**src/rtl/cordic_scheduler.sv**
```systemverilog
// Round-robin front end that shares one iterative CORDIC sin/cos core among
// N_REQ requesters and returns each result tagged with its requester index.
module cordic_scheduler #(
    parameter int unsigned N_REQ    = 4,
    parameter int unsigned ID_W     = 2,
    parameter int unsigned CORE_LAT = 16
) (
    input  logic                  clk,
    input  logic                  rst_n,
    input  logic [N_REQ-1:0]      req_valid,
    input  logic [32*N_REQ-1:0]   req_angle,
    output logic [N_REQ-1:0]      req_ready,
    output logic                  resp_valid,
    input  logic                  resp_ready,
    output logic [ID_W-1:0]       resp_id,
    output logic [31:0]           resp_sin,
    output logic [31:0]           resp_cos,
    output logic                  busy,
    output logic                  core_start,
    output logic [31:0]           core_angle,
    input  logic [31:0]           core_sin,
    input  logic [31:0]           core_cos
);

    localparam int unsigned CNT_W = $clog2(CORE_LAT) + 1;

    typedef enum logic [1:0] {
        IDLE,
        START,
        RUN,
        DONE
    } state_t;

    state_t             state, state_nxt;
    logic [ID_W-1:0]    rr_ptr, rr_ptr_nxt;
    logic [CNT_W-1:0]   cnt, cnt_nxt;
    logic [ID_W-1:0]    job_id, job_id_nxt;
    logic [31:0]        core_angle_nxt;
    logic [31:0]        resp_sin_nxt, resp_cos_nxt;
    logic [ID_W-1:0]    resp_id_nxt;
    logic               resp_valid_nxt;

    logic [2*N_REQ-1:0] rr_dbl;
    logic [ID_W:0]      scan_sum;
    logic               grant_found;
    logic [ID_W-1:0]    grant;
    logic [31:0]        angle_sel;

    // Round-robin search: first valid requester at or after rr_ptr, modulo N_REQ.
    always_comb begin
        rr_dbl      = {req_valid, req_valid} >> rr_ptr;
        grant_found = 1'b0;
        grant       = '0;
        scan_sum    = '0;
        for (int i = 0; i < N_REQ; i++) begin
            if (!grant_found && rr_dbl[i]) begin
                grant_found = 1'b1;
                scan_sum    = {1'b0, rr_ptr} + (ID_W+1)'(i);
                if (scan_sum >= (ID_W+1)'(N_REQ)) begin
                    scan_sum = scan_sum - (ID_W+1)'(N_REQ);
                end
                grant = scan_sum[ID_W-1:0];
            end
        end
    end

    // Angle slice of the granted requester.
    always_comb begin
        angle_sel = '0;
        for (int k = 0; k < N_REQ; k++) begin
            if (grant == ID_W'(k)) begin
                angle_sel = req_angle[k*32 +: 32];
            end
        end
    end

    // Acceptance strobe is only offered from IDLE and never while in reset.
    always_comb begin
        req_ready = '0;
        if (rst_n && (state == IDLE) && grant_found) begin
            req_ready = N_REQ'(1) << grant;
        end
    end

    // Next-state and datapath update.
    always_comb begin
        state_nxt      = state;
        rr_ptr_nxt     = rr_ptr;
        cnt_nxt        = cnt;
        job_id_nxt     = job_id;
        core_angle_nxt = core_angle;
        resp_sin_nxt   = resp_sin;
        resp_cos_nxt   = resp_cos;
        resp_id_nxt    = resp_id;
        resp_valid_nxt = resp_valid;

        case (state)
            IDLE: begin
                if (grant_found) begin
                    core_angle_nxt = angle_sel;
                    job_id_nxt     = grant;
                    if (grant == ID_W'(N_REQ-1)) begin
                        rr_ptr_nxt = '0;
                    end else begin
                        rr_ptr_nxt = grant + ID_W'(1);
                    end
                    state_nxt = START;
                end
            end
            START: begin
                cnt_nxt   = '0;
                state_nxt = RUN;
            end
            RUN: begin
                cnt_nxt = cnt + CNT_W'(1);
                if (cnt == CNT_W'(CORE_LAT-1)) begin
                    resp_sin_nxt   = core_sin;
                    resp_cos_nxt   = core_cos;
                    resp_id_nxt    = job_id;
                    resp_valid_nxt = 1'b1;
                    state_nxt      = DONE;
                end
            end
            DONE: begin
                if (resp_ready) begin
                    resp_valid_nxt = 1'b0;
                    state_nxt      = IDLE;
                end
            end
            default: begin
                state_nxt = IDLE;
            end
        endcase
    end

    // State and datapath registers; reset aborts any job in flight.
    always_ff @(posedge clk) begin
        if (!rst_n) begin
            state      <= IDLE;
            rr_ptr     <= '0;
            cnt        <= '0;
            job_id     <= '0;
            core_angle <= '0;
            resp_sin   <= '0;
            resp_cos   <= '0;
            resp_id    <= '0;
            resp_valid <= 1'b0;
        end else begin
            state      <= state_nxt;
            rr_ptr     <= rr_ptr_nxt;
            cnt        <= cnt_nxt;
            job_id     <= job_id_nxt;
            core_angle <= core_angle_nxt;
            resp_sin   <= resp_sin_nxt;
            resp_cos   <= resp_cos_nxt;
            resp_id    <= resp_id_nxt;
            resp_valid <= resp_valid_nxt;
        end
    end

    // Status strobes decoded straight from the state register.
    assign busy       = (state != IDLE);
    assign core_start = (state == START);

endmodule

```
**config.mk**
```make
export PLATFORM = sky130hd
export DESIGN_NAME = cordic_scheduler
export DESIGN_NICKNAME = d
export VERILOG_FILES = /design/src/rtl/cordic_scheduler.sv
export SDC_FILE = /design/constraint.sdc
export NUM_CORES = 1
export LEC_CHECK = 0
export ABC_AREA = 0
export BUFFER_PORTS_ARGS = -buffer_cell sky130_fd_sc_hd__buf_2
export CORE_MARGIN = 8
export CORE_UTILIZATION = 35
export DETAILED_ROUTE_END_ITERATION = 8
export HOLD_SLACK_MARGIN = 0.15
export PLACE_DENSITY = 0.66
export REMOVE_ABC_BUFFERS = 1
export SLEW_MARGIN = 20
export SYNTH_ARGS = -nofsm -noshare
export SYNTH_HDL_FRONTEND = slang
export SYNTH_SLANG_ARGS = --single-unit
```
**constraint.sdc**
```tcl
create_clock -name clk -period 2.4 [get_ports clk]
set_input_delay 0.24 -clock clk [delete_from_list [all_inputs] [get_ports clk]]
set_output_delay 0.24 -clock clk [all_outputs]
set_load 0.03 [all_outputs]
```
; After elaboration in Yosys (flattened, before gate mapping)
; Cells that the tools add are included.
[op_classes]
n_mul = 0
bitwise = 0
n_lt_le_gt_ge = 4
shift = 2
add_sub_neg = 9
div_mod_pow = 0
n_eq_ne = 10
n_reduce_logical = 17
n_mux = 26
[ops]
columns = cell, count
row1 = 32-bit two-way mux, 4
row2 = 2-bit two-way mux, 12
row3 = 5-bit case mux with 2 select lines, 1
row4 = "3-bit >= comparator, second input constant", 3
row5 = "2-bit equality test, second input constant", 4
row6 = 2-bit case mux with 4 select lines, 1
row7 = 8-bit by 2-bit >> shifter with 4-bit output, 1
row8 = "2-bit by 1-bit subtractor with 2-bit output, second input constant", 4
row9 = "2-bit by 2-bit adder with 3-bit output, second input constant", 2
row10 = 1-bit two-way mux, 6
row11 = "2-bit != test, second input constant", 3
row12 = 3-bit AND reduction, 2
row13 = 2-bit nonzero test, 3
row14 = "5-bit by 1-bit adder with 5-bit output, second input constant", 1
row15 = "5-bit by 4-bit equality test with 1-bit output, second input constant", 1
row16 = 1-bit logical AND, 5
row17 = "2-bit by 1-bit equality test with 1-bit output, second input constant", 2
row18 = 2-bit logical NOT, 2
row19 = 4-bit two-way mux, 1
row20 = 2-bit AND reduction, 2
row21 = "1-bit by 2-bit left shift with 4-bit output, first input constant", 1
row22 = "2-bit by 1-bit adder with 3-bit output, second input constant", 1
row23 = "2-bit by 3-bit >= comparator with 1-bit output, second input constant", 1
row24 = 1-bit logical NOT, 3
row25 = other kinds (2), 2
[word_totals]
memories = 0
regBits = 110
out_inout_bits = 105
wordCells = 77
romBits = 0
ramBits = 0
latchBits = 0

; Depth between registers and ports, before layout
[depth]
word_depth = 16
depth_mapped = 11
depth_no_buf = 9

; Worst setup path before layout
; No wires, ideal clock.
[synth_timing]
path_type = register to output
start = register rr_ptr[0]
end = output req_ready[3]
t_required_ps = 2160
path_slack_ps = 294
n_path_buf = 2
t_arrival_ps = 1866
path_stages_with_launch = 8
path_cell_list = dfxtp_1 o221ai_1 o21a_1 nor3_1 ha_1 buf_2 clkbuf_1 and3_1
[synth_between]
elab_chain_cells = 13
[synth_rtl]
columns = item, line
row1 = start: declaration, 35  ; logic [ID_W-1:0] rr_ptr, rr_ptr_nxt;
row2 = start signal: assignment, 150  ; rr_ptr <= rr_ptr_nxt;
row3 = branches (longest 10 deep; another with 2-bit by 1-bit adder with 3-bit output), -
row4 = 2-bit two-way mux (*), 56  ; if (!grant_found && rr_dbl[i]) begin
row5 = via grant[0], 46  ; logic [ID_W-1:0] grant;
row6 = 1-bit by 2-bit left shift with 4-bit output (*), 81  ; req_ready = N_REQ'(1) << grant;
row7 = 4-bit two-way mux (*), 80  ; if (rst_n && (state == IDLE) && grant_found) begin
row8 = end: declaration, 12  ; output logic [N_REQ-1:0] req_ready,
; Mark *: on every way through the listed nets, which the timed path passes.

; Worst setup path after layout
[layout_timing]
start = register rr_ptr[0]
end = output req_ready[0]
[layout_between]
elab_chain_cells = 13
[layout_rtl]
columns = item, line
row1 = branches (longest 12 deep; another with 2-bit by 1-bit adder with 3-bit output), -
row2 = 4-bit two-way mux (*), 80
; Mark *: on every way between the ends.

==> impl_metrics.tcl <==
set metrics [dict create \
    cp-endpoint "req_ready[0]" \
    cp_data_arrival_time_ns 2.11 \
    syn2layout_area_growth_pct 49.81 \
    grt_pass1_vias 6035 \
    cts_buffers 9 \
    seq_area_frac_synth 0.4126 \
    setup_slack_ns 0.04994 \
    relSlewSlack 0.6599 \
    clk_pin_slew_ns 0.08 \
    die_w_um 139.5 \
    syn-instance-count 708 \
    period_share 0.9792 \
    synth-edff-count 0 \
    fin_crit_ns 2.350 \
    cts.sinks 110 \
    insertion_delay_ns 0.34 \
    drt_wl_total_um 20180 \
    vias 6125 \
    syn_area_mm2 0.005338 \
    die_area_mm2 0.01946 \
    use_met1 0.2318 \
    placed_cell_area_mm2 0.007051 \
    drt_iter0_markers 205 \
    r2r_slack_ns 0.23 \
    async_flop_share 0 \
    rsz0062_at_grt "yes" \
    yosysTopAreaCell "dfxtp_1" \
    clock_path_buffers 2 \
    status "completed" \
    io_buffers 303 \
    ys_ff_latch 110 \
    r2r_end "core_angle[21]" \
    critPathKind "reg2out" \
    cts_root_buf "clkbuf_16" \
    drive_gt1_frac 0.3391 \
    num_rows 45 \
    grt_overflow 0 \
    finClkSkew_ns 0.008677 \
    startpoint_type "flip-flop" \
    p_leak_uw 0.003718 \
    grt_use_total 0.2032 \
    drc 0 \
    avgSynthCellArea_um2 7.539 \
    setup_violations 0 \
    dr.pass1.iters 5 \
    fmax_mhz 425.5 \
    busiest_layer "met2" \
    hold_depth 3 \
    synthFlopType "dfxtp_1" \
    yosysMostFrequentCell "nand2_1" \
    antenna_found_initial 5 \
    grtUsageMet2 0.3388 \
    h-tree-depth 3 \
    vdd_drop_max_uv 627.2 \
    grt_first_pass_wirelength_um 32190 \
    finalCoreUtilization 0.5319 \
    initial_core_util 0.3551 \
    p_per_area_mw_per_mm2 966.4 \
    worst_slew_pin_slew_ns 0.5101 \
    hp-class "in2reg" \
    max-cap-violations 0 \
    synth_common_cells "174 x nand2_1, 110 x dfxtp_1, 100 x a21oi_1, 63 x a21boi_0, 56 x o21ai_0" \
    avgViaCountPerCell 4.951 \
    cp_max_fo 33 \
    ys_top_cells_by_area "dfxtp_1 41%, nand2_1 12%, a21oi_1 9.4%" \
    io_pins 304 \
    nNetsFinal 1252 \
    rr_worst_depth 10 \
    cts_tree "built" \
    crit_path_start "rr_ptr[0]" \
    cp.required_ns 2.16 \
    place_ws_ns 0.2034 \
    postRouteAntennaNets 0 \
    hold_viol 0 \
    place_congestion 0.7831 \
    ys_warn_count 0 \
    crit_path_end_kind "primary output" \
    die_h_um 139.5 \
    dpl.hpwl_um 14640 \
    r2r-start "rr_ptr[0]" \
    grt_max_degree 66 \
    design_area_mm2 0.007996 \
    core_area_mm2 0.01503 \
    synth.distinct_cells 35 \
    wl_per_cell_um 16.31 \
    slew_violations 0 \
    use_met3 0.08516 \
    synth_top_area_frac 0.4126 \
]
[stage by stage]
stage          power (uW)  hold slack [ns]  instances  setup TNS [ns]
2_1_floorplan        4794           0.3577        646          -65.47
3_3_place_gp         6178           0.4410       1157               0
3_5_place_dp         6174           0.4446       1157               0
4_1_cts              7781           0.1528       1234               0
5_1_grt              8335           0.1594       1237        -0.03066
6_report             7728           0.1630       1237               0
[power breakdown]
part           total (uW)  switching, uW  leakage, uW  internal, uW
Clock                1440            724     0.000136           720
Combinational        3910           2440      0.00269          1480
Sequential           2370            199     0.000896          2170
Total                7730           3360      0.00372          4370
[area by class of cell]
type	instances	area [um2]
sequential	110	2207
antenna	2	5.005
fill	1421	7037
multi-input combinational	494	2705
clock buffer	9	225.2
tap	188	235.2
inverter	42	157.7
timing repair buffer	386	2405
clock inverter	6	56.30
[registers in the layout (all words and copies together), names as in the netlist]
signal	cells
resp_id	2
resp_sin	32
cnt	5
resp_valid	1
rr_ptr	2
job_id	2
core_angle	32
state	2
resp_cos	32
[how the worst min path moves through the flow]
stage	start	to	slack [ns]
2_1_floorplan	rst_n	cnt[3]	0.36
3_3_place_gp	resp_sin[26]	resp_sin[26]	0.44
3_5_place_dp	resp_sin[26]	resp_sin[26]	0.44
4_1_cts	core_cos[11]	resp_cos[11]	0.15
5_1_grt	core_cos[11]	resp_cos[11]	0.16
6_report	core_cos[11]	resp_cos[11]	0.16
[worst max-delay path, stage by stage, from the launching register on]
cell	delay, ns
dfxtp_4	0.38
o221ai_1	0.13
o21a_1	0.16
or3_4	0.36
ha_2	0.21
buf_12	0.16
and3_1	0.17
buf_2	0.17
[logic make-up after synthesis]
family / share of synthesized area
muxes: 0.001875
adders and majority gates: 0.02344
and+or+nand+nor: 0.1559
AOI/OAI and AO/OA: 0.3160
DFF: 0.4126
buffers and inverters: 0.09025
[layer usage]
| layer | part of all wire | wire length, um |
|---|---|---|
| met5 | 0.0013 | 26 |
| met4 | 0.017 | 352 |
| met3 | 0.11 | 2246 |
| met2 | 0.46 | 9257 |
| met1 | 0.41 | 8296 |
[cells in the final DEF (no fill, tap or decap), drive strengths merged, types with 10 or more instances in the layout]
cell / synthesis / final
buf: 32 / 325
nand2: 174 / 174
dfxtp: 110 / 110
a21oi: 100 / 100
a21boi: 69 / 69
o21ai: 66 / 66
dlygate4sd3: 0 / 61
inv: 42 / 44
a22oi: 33 / 33
ha: 10 / 10
[repair_timing]
item                                    in CTS  in global routing
hold buffers                                61                  0
resized for setup                            7                  2
pin swaps                                    0                  1
gates cloned                                 0                  0
buffers inserted                             1                  1
endpoints found under the setup margin       4                  3
hold endpoints to repair                    61                  0
No activity file was read; power rests on OpenSTA's default activity.
